**config.mk**
```make
export PLATFORM = sky130hd
export DESIGN_NAME = data_memory_ctrl
export DESIGN_NICKNAME = d
export VERILOG_FILES = /design/src/rtl/dmem_pkg.sv /design/src/rtl/dmem_array.sv /design/src/rtl/data_memory_ctrl.sv
export SDC_FILE = /design/constraint.sdc
export NUM_CORES = 1
export LEC_CHECK = 0
export CORE_UTILIZATION = 50
export DETAILED_ROUTE_END_ITERATION = 16
export PLACE_DENSITY = 0.65
export SYNTH_ARGS = -nofsm -noshare
export SYNTH_HDL_FRONTEND = slang
export SYNTH_HIERARCHICAL = 1
export SYNTH_SLANG_ARGS = --single-unit
export TNS_END_PERCENT = 5
```
**constraint.sdc**
```tcl
create_clock -name CLOCK_50 -period 2.6 [get_ports CLOCK_50]
set_input_delay 0.39 -clock CLOCK_50 [delete_from_list [all_inputs] [get_ports CLOCK_50]]
set_output_delay 0.39 -clock CLOCK_50 [all_outputs]
set_load 0.01 [all_outputs]
```
**src/rtl/dmem_pkg.sv**
```systemverilog
// dmem_pkg: shared types, default sizes and the byte-lane merge helper for data_memory_ctrl.
//   dmem_state_t : controller state (INIT sweep, RUN)
//   DMEM_*       : default parameter values for the controller
//   lane_merge() : old word, new word, lane mask -> merged word (lane i = bits [8i+7:8i])
package dmem_pkg;

   typedef enum logic [0:0] {
      INIT,
      RUN
   } dmem_state_t;

   localparam int unsigned DMEM_DATA_W = 32;
   localparam int unsigned DMEM_DEPTH  = 16;
   localparam int unsigned DMEM_ADDR_W = 16;

   // Widest word the merge helper handles; callers cast in and out of this width.
   localparam int unsigned DMEM_MAX_W  = 1024;

   function automatic logic [DMEM_MAX_W-1:0] lane_merge(
      input logic [DMEM_MAX_W-1:0]   old_word,
      input logic [DMEM_MAX_W-1:0]   new_word,
      input logic [DMEM_MAX_W/8-1:0] mask
   );
      logic [DMEM_MAX_W-1:0] merged;
      merged = old_word;
      for (int i = 0; i < int'(DMEM_MAX_W / 8); i++) begin
         if (mask[i]) begin
            merged[i*8 +: 8] = new_word[i*8 +: 8];
         end
      end
      return merged;
   endfunction

endpackage

```
**src/rtl/dmem_array.sv**
```systemverilog
// dmem_array: word storage with a synchronous lane-masked write port and a synchronous read port.
//   i_clk, i_rst : clock, asynchronous active-high reset (clears the read register only)
//   i_we, i_waddr, i_wdata, i_wmask : write word i_waddr, only lanes whose mask bit is set
//   i_re, i_raddr : capture word i_raddr into o_rdata on the rising edge
//   o_rdata      : registered read data, held until the next read
module dmem_array
   import dmem_pkg::*;
#(
   parameter int unsigned DATA_W = DMEM_DATA_W,
   parameter int unsigned DEPTH  = DMEM_DEPTH,
   parameter int unsigned IDX_W  = 4,
   parameter int unsigned NB     = (DATA_W + 7) / 8
) (
   input  logic              i_clk,
   input  logic              i_rst,
   input  logic              i_we,
   input  logic [IDX_W-1:0]  i_waddr,
   input  logic [DATA_W-1:0] i_wdata,
   input  logic [NB-1:0]     i_wmask,
   input  logic              i_re,
   input  logic [IDX_W-1:0]  i_raddr,
   output logic [DATA_W-1:0] o_rdata
);

   logic [DATA_W-1:0] r_mem [DEPTH];
   logic [DATA_W-1:0] r_rdata;

   always_ff @(posedge i_clk) begin
      if (i_we) begin
         r_mem[i_waddr] <= DATA_W'(lane_merge(DMEM_MAX_W'(r_mem[i_waddr]),
                                              DMEM_MAX_W'(i_wdata),
                                              (DMEM_MAX_W/8)'(i_wmask)));
      end
   end

   always_ff @(posedge i_clk or posedge i_rst) begin
      if (i_rst) begin
         r_rdata <= '0;
      end else if (i_re) begin
         r_rdata <= r_mem[i_raddr];
      end
   end

   assign o_rdata = r_rdata;

endmodule

```
**src/rtl/data_memory_ctrl.sv**
```systemverilog
// data_memory_ctrl: word-addressed RAM with valid/ready request and response ports and a
// post-reset sweep that writes INIT_VALUE to every word before requests are accepted.
//   CLOCK_50, RESET     : clock, asynchronous active-high reset
//   Mem_req_valid/ready : request handshake; CNTRL_write_en selects write (1) or read (0)
//   Mem_addr            : word address, compared against DEPTH at full width
//   RF_Rd_data          : write data
//   Mem_byte_en         : write lane mask (only when DMEM_BYTE_MASK_EN is defined)
//   Mem_resp_valid/ready: read response handshake
//   Mem_data            : read data (0 for an out-of-range read)
//   Mem_addr_err        : response was for an out-of-range address
//   Mem_init_done       : init sweep complete
// Optional feature macro: DMEM_BYTE_MASK_EN.
module data_memory_ctrl
   import dmem_pkg::*;
#(
   parameter int unsigned       DATA_W     = DMEM_DATA_W,
   parameter int unsigned       DEPTH      = DMEM_DEPTH,
   parameter int unsigned       ADDR_W     = DMEM_ADDR_W,
   parameter logic [DATA_W-1:0] INIT_VALUE = '0
) (
   input  logic              CLOCK_50,
   input  logic              RESET,
   input  logic              Mem_req_valid,
   output logic              Mem_req_ready,
   input  logic              CNTRL_write_en,
   input  logic [ADDR_W-1:0] Mem_addr,
   input  logic [DATA_W-1:0] RF_Rd_data,
`ifdef DMEM_BYTE_MASK_EN
   input  logic [DATA_W/8-1:0] Mem_byte_en,
`endif
   output logic              Mem_resp_valid,
   input  logic              Mem_resp_ready,
   output logic [DATA_W-1:0] Mem_data,
   output logic              Mem_addr_err,
   output logic              Mem_init_done
);

   localparam int unsigned IDX_W = (DEPTH > 1) ? $clog2(DEPTH) : 1;
   localparam int unsigned NB    = (DATA_W + 7) / 8;

   dmem_state_t       r_state, w_state_d;
   logic [IDX_W-1:0]  r_cnt, w_cnt_d;
   logic              r_resp_valid;
   logic              r_err;

   logic              w_ready, w_accept, w_wr_acc, w_rd_acc, w_in_range;
   logic [ADDR_W:0]   w_addr_ext;
   logic [NB-1:0]     w_req_mask;
   logic              w_we;
   logic [IDX_W-1:0]  w_waddr;
   logic [DATA_W-1:0] w_wdata;
   logic [NB-1:0]     w_wmask;
   logic [DATA_W-1:0] w_rdata;

   // One extra bit so DEPTH == 2**ADDR_W still compares correctly.
   assign w_addr_ext = {1'b0, Mem_addr};
   assign w_in_range = (w_addr_ext < (ADDR_W + 1)'(DEPTH));

   assign w_ready  = (r_state == RUN) && (!r_resp_valid || Mem_resp_ready);
   assign w_accept = Mem_req_valid && w_ready;
   assign w_wr_acc = w_accept && CNTRL_write_en;
   assign w_rd_acc = w_accept && !CNTRL_write_en;

`ifdef DMEM_BYTE_MASK_EN
   assign w_req_mask = Mem_byte_en;
`else
   assign w_req_mask = '1;
`endif

   always_comb begin
      w_state_d = r_state;
      w_cnt_d   = r_cnt;
      w_we      = 1'b0;
      w_waddr   = Mem_addr[IDX_W-1:0];
      w_wdata   = RF_Rd_data;
      w_wmask   = w_req_mask;
      unique case (r_state)
         INIT: begin
            // Sweep writes ignore the request mask and fill whole words.
            w_we    = 1'b1;
            w_waddr = r_cnt;
            w_wdata = INIT_VALUE;
            w_wmask = '1;
            if (r_cnt == IDX_W'(DEPTH - 1)) begin
               w_state_d = RUN;
            end else begin
               w_cnt_d = r_cnt + IDX_W'(1);
            end
         end
         RUN: begin
            w_we = w_wr_acc && w_in_range;
         end
         default: w_state_d = INIT;
      endcase
   end

   always_ff @(posedge CLOCK_50 or posedge RESET) begin
      if (RESET) begin
         r_state      <= INIT;
         r_cnt        <= '0;
         r_resp_valid <= 1'b0;
         r_err        <= 1'b0;
      end else begin
         r_state <= w_state_d;
         r_cnt   <= w_cnt_d;
         if (w_rd_acc) begin
            r_resp_valid <= 1'b1;
            r_err        <= !w_in_range;
         end else if (Mem_resp_ready) begin
            r_resp_valid <= 1'b0;
         end
      end
   end

   dmem_array #(
      .DATA_W (DATA_W),
      .DEPTH  (DEPTH),
      .IDX_W  (IDX_W),
      .NB     (NB)
   ) u_array (
      .i_clk   (CLOCK_50),
      .i_rst   (RESET),
      .i_we    (w_we),
      .i_waddr (w_waddr),
      .i_wdata (w_wdata),
      .i_wmask (w_wmask),
      .i_re    (w_rd_acc && w_in_range),
      .i_raddr (Mem_addr[IDX_W-1:0]),
      .o_rdata (w_rdata)
   );

   assign Mem_req_ready  = w_ready;
   assign Mem_resp_valid = r_resp_valid;
   assign Mem_addr_err   = r_err;
   // An out-of-range read leaves the array read register untouched, so force zero here.
   assign Mem_data       = r_err ? '0 : w_rdata;
   assign Mem_init_done  = (r_state == RUN);

endmodule

```
**After elaboration in Yosys (flattened, before gate mapping)**

Memories as Yosys holds them, arrays and structs flattened. A register that Yosys moved wholly into a read port is not among the register bits.
Cells that the tools add are included.

- Reduce and logical (&&, ||, !) cells: 12
- $lt $le $gt $ge: 1
- Muxes and demuxes: 14
- Add/sub/neg operators: 1
- Bitwise gates (word level): 2
- Equality and inequality tests: 1

Operator list:

| kind | count |
|---|---|
| two-way mux 32 bit | 2 |
| two-way mux 8 bit | 4 |
| < comparator 16 x 5 -> 1 bit, second input constant | 1 |
| logical AND 1 bit | 6 |
| two-way mux 1 bit | 6 |
| adder 4 x 1 -> 4 bit, second input constant | 1 |
| equality test 4 bit, second input constant | 1 |
| two-way mux 4 bit | 1 |
| zero test 1 bit | 3 |
| NOT 1 bit | 2 |
| case mux 1 bit (2 select lines) | 1 |
| AND reduction 2 bit | 1 |
| nonzero test 2 bit | 1 |
| logical OR 1 bit | 1 |

- Input bits: 53
- Bits in registers: 7
- Output and inout bits: 36
- Word-level logic and storage cells: 36
- Memories: 1
- RAM bits: 512

Memories:

| name | depth | bits a word | read ports | clocked after memory_dff | write ports | line | text |
|---|---|---|---|---|---|---|---|
| u_array.r_mem | 16 | 32 | 1 | 1 | 1 | dmem_array.sv:25 | `logic [DATA_W-1:0] r_mem [DEPTH];` |

**Logic depth before layout (Yosys ltp)**

Gate-level depths: netlist of run 1.

- Word-level depth: 9
- Gate-level depth with buffers: 7
- Gate-level depth less buffers: 5

**Cells and area by module**

The synthesis of run 1 kept the hierarchy.

By module, submodules not included:

| module | cells an instance | instances | seq. area each (um^2) | area each (um^2) |
|---|---|---|---|---|
| dmem_array | 948 | 1 | 16175.5 | 20993.9 |
| data_memory_ctrl | 111 | 1 | 175.2 | 854.6 |

**Worst setup path before layout of run 1**

Ideal clock, no wire load.

- Kind: reg2reg
- Start point: register r_state, in the netlist Mem_init_done
- End point: memory u_array/r_mem[11][16] (netlist bit), enable pin
- Buffers on the path: 2
- Stages on the path, launching flop included: 7
- Clock period less this slack: 2.340 ns
- Library setup time: 0.370 ns
- Arrival time: 1.970 ns
- Slack: 0.260 ns
- Data required time: 2.230 ns
- Cells stage by stage: dfrtp_1 buf_4 clkbuf_1 o21ai_0 nor2b_1 nand3_1 nor2_1

- Elaborated cells on any way between the ends: 9
- Classes of those cells: mux (4); bitwise (1); reduce/logical (4)

RTL lines:

| element | line | text |
|---|---|---|
| from (decl) | data_memory_ctrl.sv:41 | `dmem_state_t r_state, w_state_d;` |
| from (signal assigned) | data_memory_ctrl.sv:104 | `r_state <= w_state_d;` |
| two-way mux 4 bit | data_memory_ctrl.sv:77 | `unique case (r_state)` |
| named net w_waddr[3] | data_memory_ctrl.sv:50 | `logic [IDX_W-1:0] w_waddr;` |
| to (decl) | dmem_array.sv:25 |  |

The timed path passes the listed nets, and every way through them passes these cells.

**Final worst setup path of run 1**

- Start point: register r_state, in the netlist Mem_init_done
- End point: output port Mem_req_ready

- Longest elaborated chain between the ends: 1

Ends and longest elaborated chain:

| element | line | text |
|---|---|---|
| logical AND 1 bit | data_memory_ctrl.sv:59 | `assign w_ready = (r_state == RUN) && (!r_resp_valid \|\| Mem_resp_ready);` |
| to (decl) | data_memory_ctrl.sv:24 | `output logic Mem_req_ready,` |

No other way between the ends.

==> flow_metrics.py, run 1 <==
metrics = {
    "status": {
        "status": "finished clean",
    },
    "sta": {
        "finalClockSkew_ns": 0.00788,
        "fmax_mhz": 405,
        "slew_viol_final": 0,
        "hold_violations": 0,
        "fin_crit_sh_pct": 94.9,
        "period_needed_ns": 2.47,
        "rsz0062_at_grt": "false",
        "slew_headroom_pct": 52.0,
        "worstMarginPinSlew_ns": 0.720,
        "setup_violations": 0,
    },
    "setup_path": {
        "r2r_end": "u_array/r_mem[6][31]",
        "path_max_fanout": 19,
        "worstPathArrival_ns": 2.08,
        "critPathSlowestCell": "dfrtp_4",
        "crit_type": "register to primary output",
        "crit_start": "Mem_init_done",
        "setup.worst_path.end": "Mem_req_ready",
        "ff2ff_path_depth": 5,
        "worst_setup_path_end_kind": "primary output",
        "reg2reg_slack_ns": 0.14,
        "cp-start-kind": "register",
        "cp_data_required_time_ns": 2.21,
        "critical_path.cell_chain": "buf_4 > and2_1 > clkdlybuf4s50_1",
        "r2r_start": "Mem_init_done",
        "max_stage_delay_ns": 0.57,
    },
    "power_and_ir_drop": {
        "power_w": 0.0177,
        "p_leak_nw": 8.45,
        "p_per_area_nw_per_um2": 687,
        "ir_worst_vdd_mv": 0.480,
    },
    "yosys": {
        "synth_top_area_cell": "edfxtp_1",
        "seq_area_frac_synth_pct": 74.8,
        "synth_top_area_share_pct": 70.4,
        "synth_cell_types": 36,
        "yosys_warnings": 6,
        "synth.avg_cell_area_sq_um": 20.6,
        "yosys-top-cells-area": "edfxtp_1 (70%), mux4_2 (13%), dfrtp_1 (4.5%)",
        "ys_ff_latch": 551,
        "synth_cells": 1059,
        "syn_area_sq_um": 21800,
    },
    "hold_path": {
        "hp-class": "input pin to asynchronous set/reset pin",
    },
    "final_layout": {
        "utilization_pct": 59.6,
        "final_layout_size_suffix_gt1_share_pct": 27.5,
        "fin_cells": 1889,
        "n_antenna_cell": 0,
        "nets": 1319,
        "area_growth_pct": 17.6,
    },
    "floorplanning": {
        "coreArea_sq_um": 43100,
        "std_cell_rows": 76,
        "die_x_um": 211,
        "initial_core_util_pct": 50.7,
        "chipHeight_um": 211,
        "ios": 89,
        "dieArea_sq_um": 44500,
    },
    "cts": {
        "cts_buffer_depth": 3,
        "cts.sinks": 551,
        "post_cts_buffers": 0,
        "clk_latency_ns": 0.58,
        "cts_root_buffer": "clkbuf_16",
        "cts_buffers": 53,
        "htreeDepth": 2,
        "cts_tree": "yes",
        "path_clk_slew_ns": 0.06,
    },
    "routing": {
        "first_pass_iters": 5,
        "vias": 10841,
        "viasPerCell": 5.74,
        "ant_nets": 0,
        "drcViolationCount": 0,
        "wl_per_cell_um": 25.1,
        "wl_mm": 47.5,
        "drt_iter0_drc": 835,
    },
    "grt": {
        "grt_overflow": 0,
        "grt_max_degree": 67,
        "gr-usage-all-layers_pct": 22.2,
        "grt_pass1_vias": 11367,
        "grt_pass1_wl_mm": 71.8,
        "antenna_found_initial": 0,
    },
    "place": {
        "place_inst": 1795,
        "dp_hpwl_mm": 30.3,
        "portBuffers": 88,
        "place_congestion": 0.799,
    },
    "run": {
        "max-cap-violations": 0,
    },
}
-- worst max-delay path, delay by kind of cell, from the launching register on --
kind	cells	cell delay [ns]
flops	1	0.57
simple gates	1	0.14
buf+inv	2	0.79
-- through the flow --
stage               setup slack (ns)  hold slack [ns]  setup TNS, ns  instance area [sq um]
floorplan                      0.260            0.193              0                  21900
global placement              0.0140            0.525              0                  24100
detailed placement           -0.0500            0.536         -0.354                  24100
CTS                           0.0740           0.0958              0                  25700
global route                  0.0436            0.120              0                  25700
finish                         0.131            0.115              0                  25700
-- Yosys cell counts, drive strengths merged --
cell,n
edfxtp,512
mux4,128
nor2,99
buf,39
dfrtp,39
nor2b,36
and2,34
a221oi,32
mux2i,32
o22ai,32
clkbuf,23
nand2,15
nand3,7
inv,5
mux2,5
a21oi,3
nor4,3
nand2b,2
nand4,2
nand4b,2
o21ai,2
a31oi,1
and3,1
conb,1
ha,1
nor3,1
or2,1
xor2,1
-- how the worst min path moves through the flow --
stage                       startpoint                  to  slack, ns  cells past startpoint
finish                           RESET        Mem_addr_err       0.12                      2
detailed placement  u_array/o_rdata[9]  u_array/o_rdata[9]       0.54                      2
global placement        Mem_resp_valid      Mem_resp_valid       0.52                      2
global route                     RESET        Mem_addr_err       0.12                      2
floorplan                        RESET        Mem_addr_err       0.19                      1
CTS                              RESET      Mem_resp_valid        0.1                      2
-- sequential cells by signal, indices dropped and copies added, names as in the netlist --
name,cells
r_cnt,4
Mem_init_done,1
u_array/o_rdata,32
Mem_resp_valid,1
u_array/r_mem,512
Mem_addr_err,1
-- kinds of logic after synthesis --
family / count (synthesis) / synth area share (%)
AOI/OAI and AO/OA: 70 / 3.16
xor gates and xnor gates: 1 / 0.0401
adders and majority gates: 1 / 0.0573
buffers and inverters: 67 / 2.32
DFF: 551 / 74.8
muxes: 165 / 15.0
other: 1 / 0.0172
and+or+nand+nor: 203 / 4.57
-- where the power goes --
| group | internal (W) | total [W] | switching [W] |
|---|---|---|---|
| registers | 0.00969 | 0.00969 | 0.00000179 |
| logic | 0.000348 | 0.000799 | 0.000451 |
| clock network | 0.00404 | 0.00716 | 0.00312 |
| total | 0.0141 | 0.0177 | 0.00358 |
-- final cells by class --
cell class	count	area (sq um)
timing repair buffer	210	1980
tap	585	732
clock buffer	68	1380
fill	3093	17400
sequential	551	16400
multi-input combinational	444	5010
clock inverter	26	208
inverter	5	18.8
-- what timing repair did --
item                       CTS  global route
hold buffers                 0             0
setup endpoints to repair    1             0
resized for setup            1             0
-- placed cells by master (no fill, tap or decap), types with 2 or more instances in the layout --
cell type        count
buf_4              108
and2_1              33
nand3_1              7
nand2_1             15
buf_6                2
nor2_1              98
mux2_2               5
nand4_1              2
mux4_2             123
clkinv_1             9
a221oi_2            16
clkinv_2             9
dfrtp_1             38
mux4_1               5
nor4_2               3
clkbuf_16           53
o22ai_1             22
o21ai_0              2
mux2i_1             32
nand4b_1             2
a221oi_1            16
inv_1                4
clkdlybuf4s50_1     85
bufinv_16            3
o22ai_2             10
clkbuf_1            15
nor2b_1             36
edfxtp_1           512
buf_12              15
clkinvlp_4           4
conb_1               4
a21oi_1              3
-- per-layer routing --
layer	routed length, um	vias to the layer above	track usage, %	share of wire, %
met5	0	-	0	0
met4	1130	0	6.20	2.4
met3	2670	79	4.03	5.6
met2	23400	344	35.7	49
met1	20300	5689	31.4	43
li1	-	4729	-	-
No activity file was read; power rests on OpenSTA's default activity.
==> inputs of run 2 (changes only) <==
Settings changed: RECOVER_POWER set to 25.
==> flow_metrics.py, run 2 (synthesized netlist as in run 1, its figures left out) <==
metrics = {
    "sta": {
        "worstMarginPinSlew_ns": 1.49,
        "slew_viol_final": 0,
        "setup_slack_ns": 0.140,
        "fmax_mhz": 406,
        "finalClockSkew_ns": 0.00755,
        "rsz0062_at_grt": "false",
        "slew_headroom_pct": 0.958,
        "timing.setup.tns_ns": 0,
        "fin_crit_sh_pct": 94.6,
        "setup_violations": 0,
        "hold_violations": 0,
        "period_needed_ns": 2.46,
    },
    "final_layout": {
        "final_layout_size_suffix_gt1_share_pct": 27.2,
        "layout_common_cells": "edfxtp_1 (512), mux4_2 (123), buf_4 (108), nor2_1 (98), clkdlybuf4s50_1 (84)",
        "regMostFlops": "u_array/r_mem",
        "largest_reg_flops": 512,
        "n_antenna_cell": 0,
        "layout_commonest_cell": "edfxtp_1",
        "fillers": 3097,
        "area_growth_pct": 17.5,
        "regArea_sq_um": 16400,
        "multi_input_comb_area_sq_um": 5000,
        "nets": 1319,
    },
    "grt": {
        "antenna_found_initial": 0,
        "grt_overflow": 0,
        "grt_max_degree": 67,
        "gr-usage-all-layers_pct": 22.2,
        "grt_pass1_vias": 11367,
        "grt_pass1_wl_mm": 71.8,
    },
    "cts": {
        "path_clk_slew_ns": 0.06,
        "clk_latency_ns": 0.58,
        "post_cts_buffers": 0,
        "cts_buffers": 53,
        "cts_buffer_depth": 3,
        "cts.sinks": 551,
        "cts_root_buffer": "clkbuf_16",
        "cts_tree": "yes",
        "htreeDepth": 2,
    },
    "power_and_ir_drop": {
        "p_per_area_nw_per_um2": 687,
        "ir_worst_vdd_mv": 0.480,
        "power_w": 0.0176,
        "p_leak_nw": 8.45,
    },
    "setup_path": {
        "worstPathArrival_ns": 2.07,
        "crit_type": "register to primary output",
        "worst_setup_path_end_kind": "primary output",
        "path_max_fanout": 19,
        "cp_data_required_time_ns": 2.21,
        "reg2reg_slack_ns": 0.18,
        "cp-start-kind": "register",
    },
    "status": {
        "status": "finished clean",
    },
    "floorplanning": {
        "dieArea_sq_um": 44500,
        "die_x_um": 211,
        "coreArea_sq_um": 43100,
        "chipHeight_um": 211,
        "ios": 89,
        "initial_core_util_pct": 50.7,
        "std_cell_rows": 76,
    },
    "routing": {
        "first_pass_iters": 7,
        "wl_per_cell_um": 25.2,
        "drcViolationCount": 0,
        "vias": 10846,
        "wl_mm": 47.5,
        "ant_nets": 0,
        "drt_iter0_drc": 807,
        "viasPerCell": 5.74,
    },
    "place": {
        "dp_hpwl_mm": 30.3,
        "portBuffers": 88,
        "place_congestion": 0.799,
        "pre_cts_slack_ns": -0.0500,
    },
    "run": {
        "max-cap-violations": 0,
    },
    "hold_path": {
        "hp-class": "input pin to asynchronous set/reset pin",
    },
}
[run 2: final timing paths]
kind / from / end / cells after the start
hold / removal: RESET / Mem_addr_err / 2
min in group CLOCK_50: Mem_addr[0] / u_array/o_rdata[5] / 3
max in group asynchronous: RESET / u_array/o_rdata[17] / 3
setup / recovery: Mem_init_done / Mem_req_ready / 3
setup reg to reg: Mem_init_done / u_array/r_mem[6][28] / 5
hold reg to reg: u_array/o_rdata[9] / u_array/o_rdata[9] / 2
[run 2: metal layers]
layer	vias to the layer above	share of wire (%)	routed length [um]	track usage (%)
li1	4729	-	-	-
met1	5662	42	20200	31.4
met2	371	49	23300	35.7
met3	84	5.9	2800	4.03
met4	0	2.5	1180	6.20
met5	-	0	0	0
[run 2: where the power goes]
| part | leakage (nW) | total (W) | internal [W] | switching, W |
|---|---|---|---|---|
| logic | 2.57 | 0.000794 | 0.000344 | 0.000450 |
| registers | 5.11 | 0.00969 | 0.00969 | 0.00000179 |
| clock network | 0.768 | 0.00716 | 0.00404 | 0.00312 |
[run 2: critical path: stages (launching register included)]
cell             delay [ns]
dfrtp_4                0.57
buf_4                  0.24
and2_1                 0.14
clkdlybuf4s50_1        0.54
[run 2: layout make-up]
| type | instances | share of cell area, % |
|---|---|---|
| sequential | 551 | 63.7 |
| multi-input combinational | 444 | 19.5 |
| timing repair buffer | 210 | 7.70 |
| clock buffer | 68 | 5.39 |
| tap | 585 | 2.85 |
| clock inverter | 26 | 0.809 |
| inverter | 5 | 0.0731 |
[run 2: what timing repair did]
item	4_1_cts	5_1_grt
hold buffers	0	0
endpoints found under the setup margin	1	0
gates resized for setup	1	0
endpoints found under the hold margin	0	0
[run 2: metrics by stage]
stage               utilization (%)  instances  hold WS (ns)  instance area, sq um
floorplan                         -       1062         0.193                 21900
global placement               55.9       1795         0.525                 24100
detailed placement             55.9       1795         0.536                 24100
CTS                            59.6       1889        0.0958                 25700
global route                   59.6       1889         0.229                 25700
finish                         59.6       1889         0.223                 25700
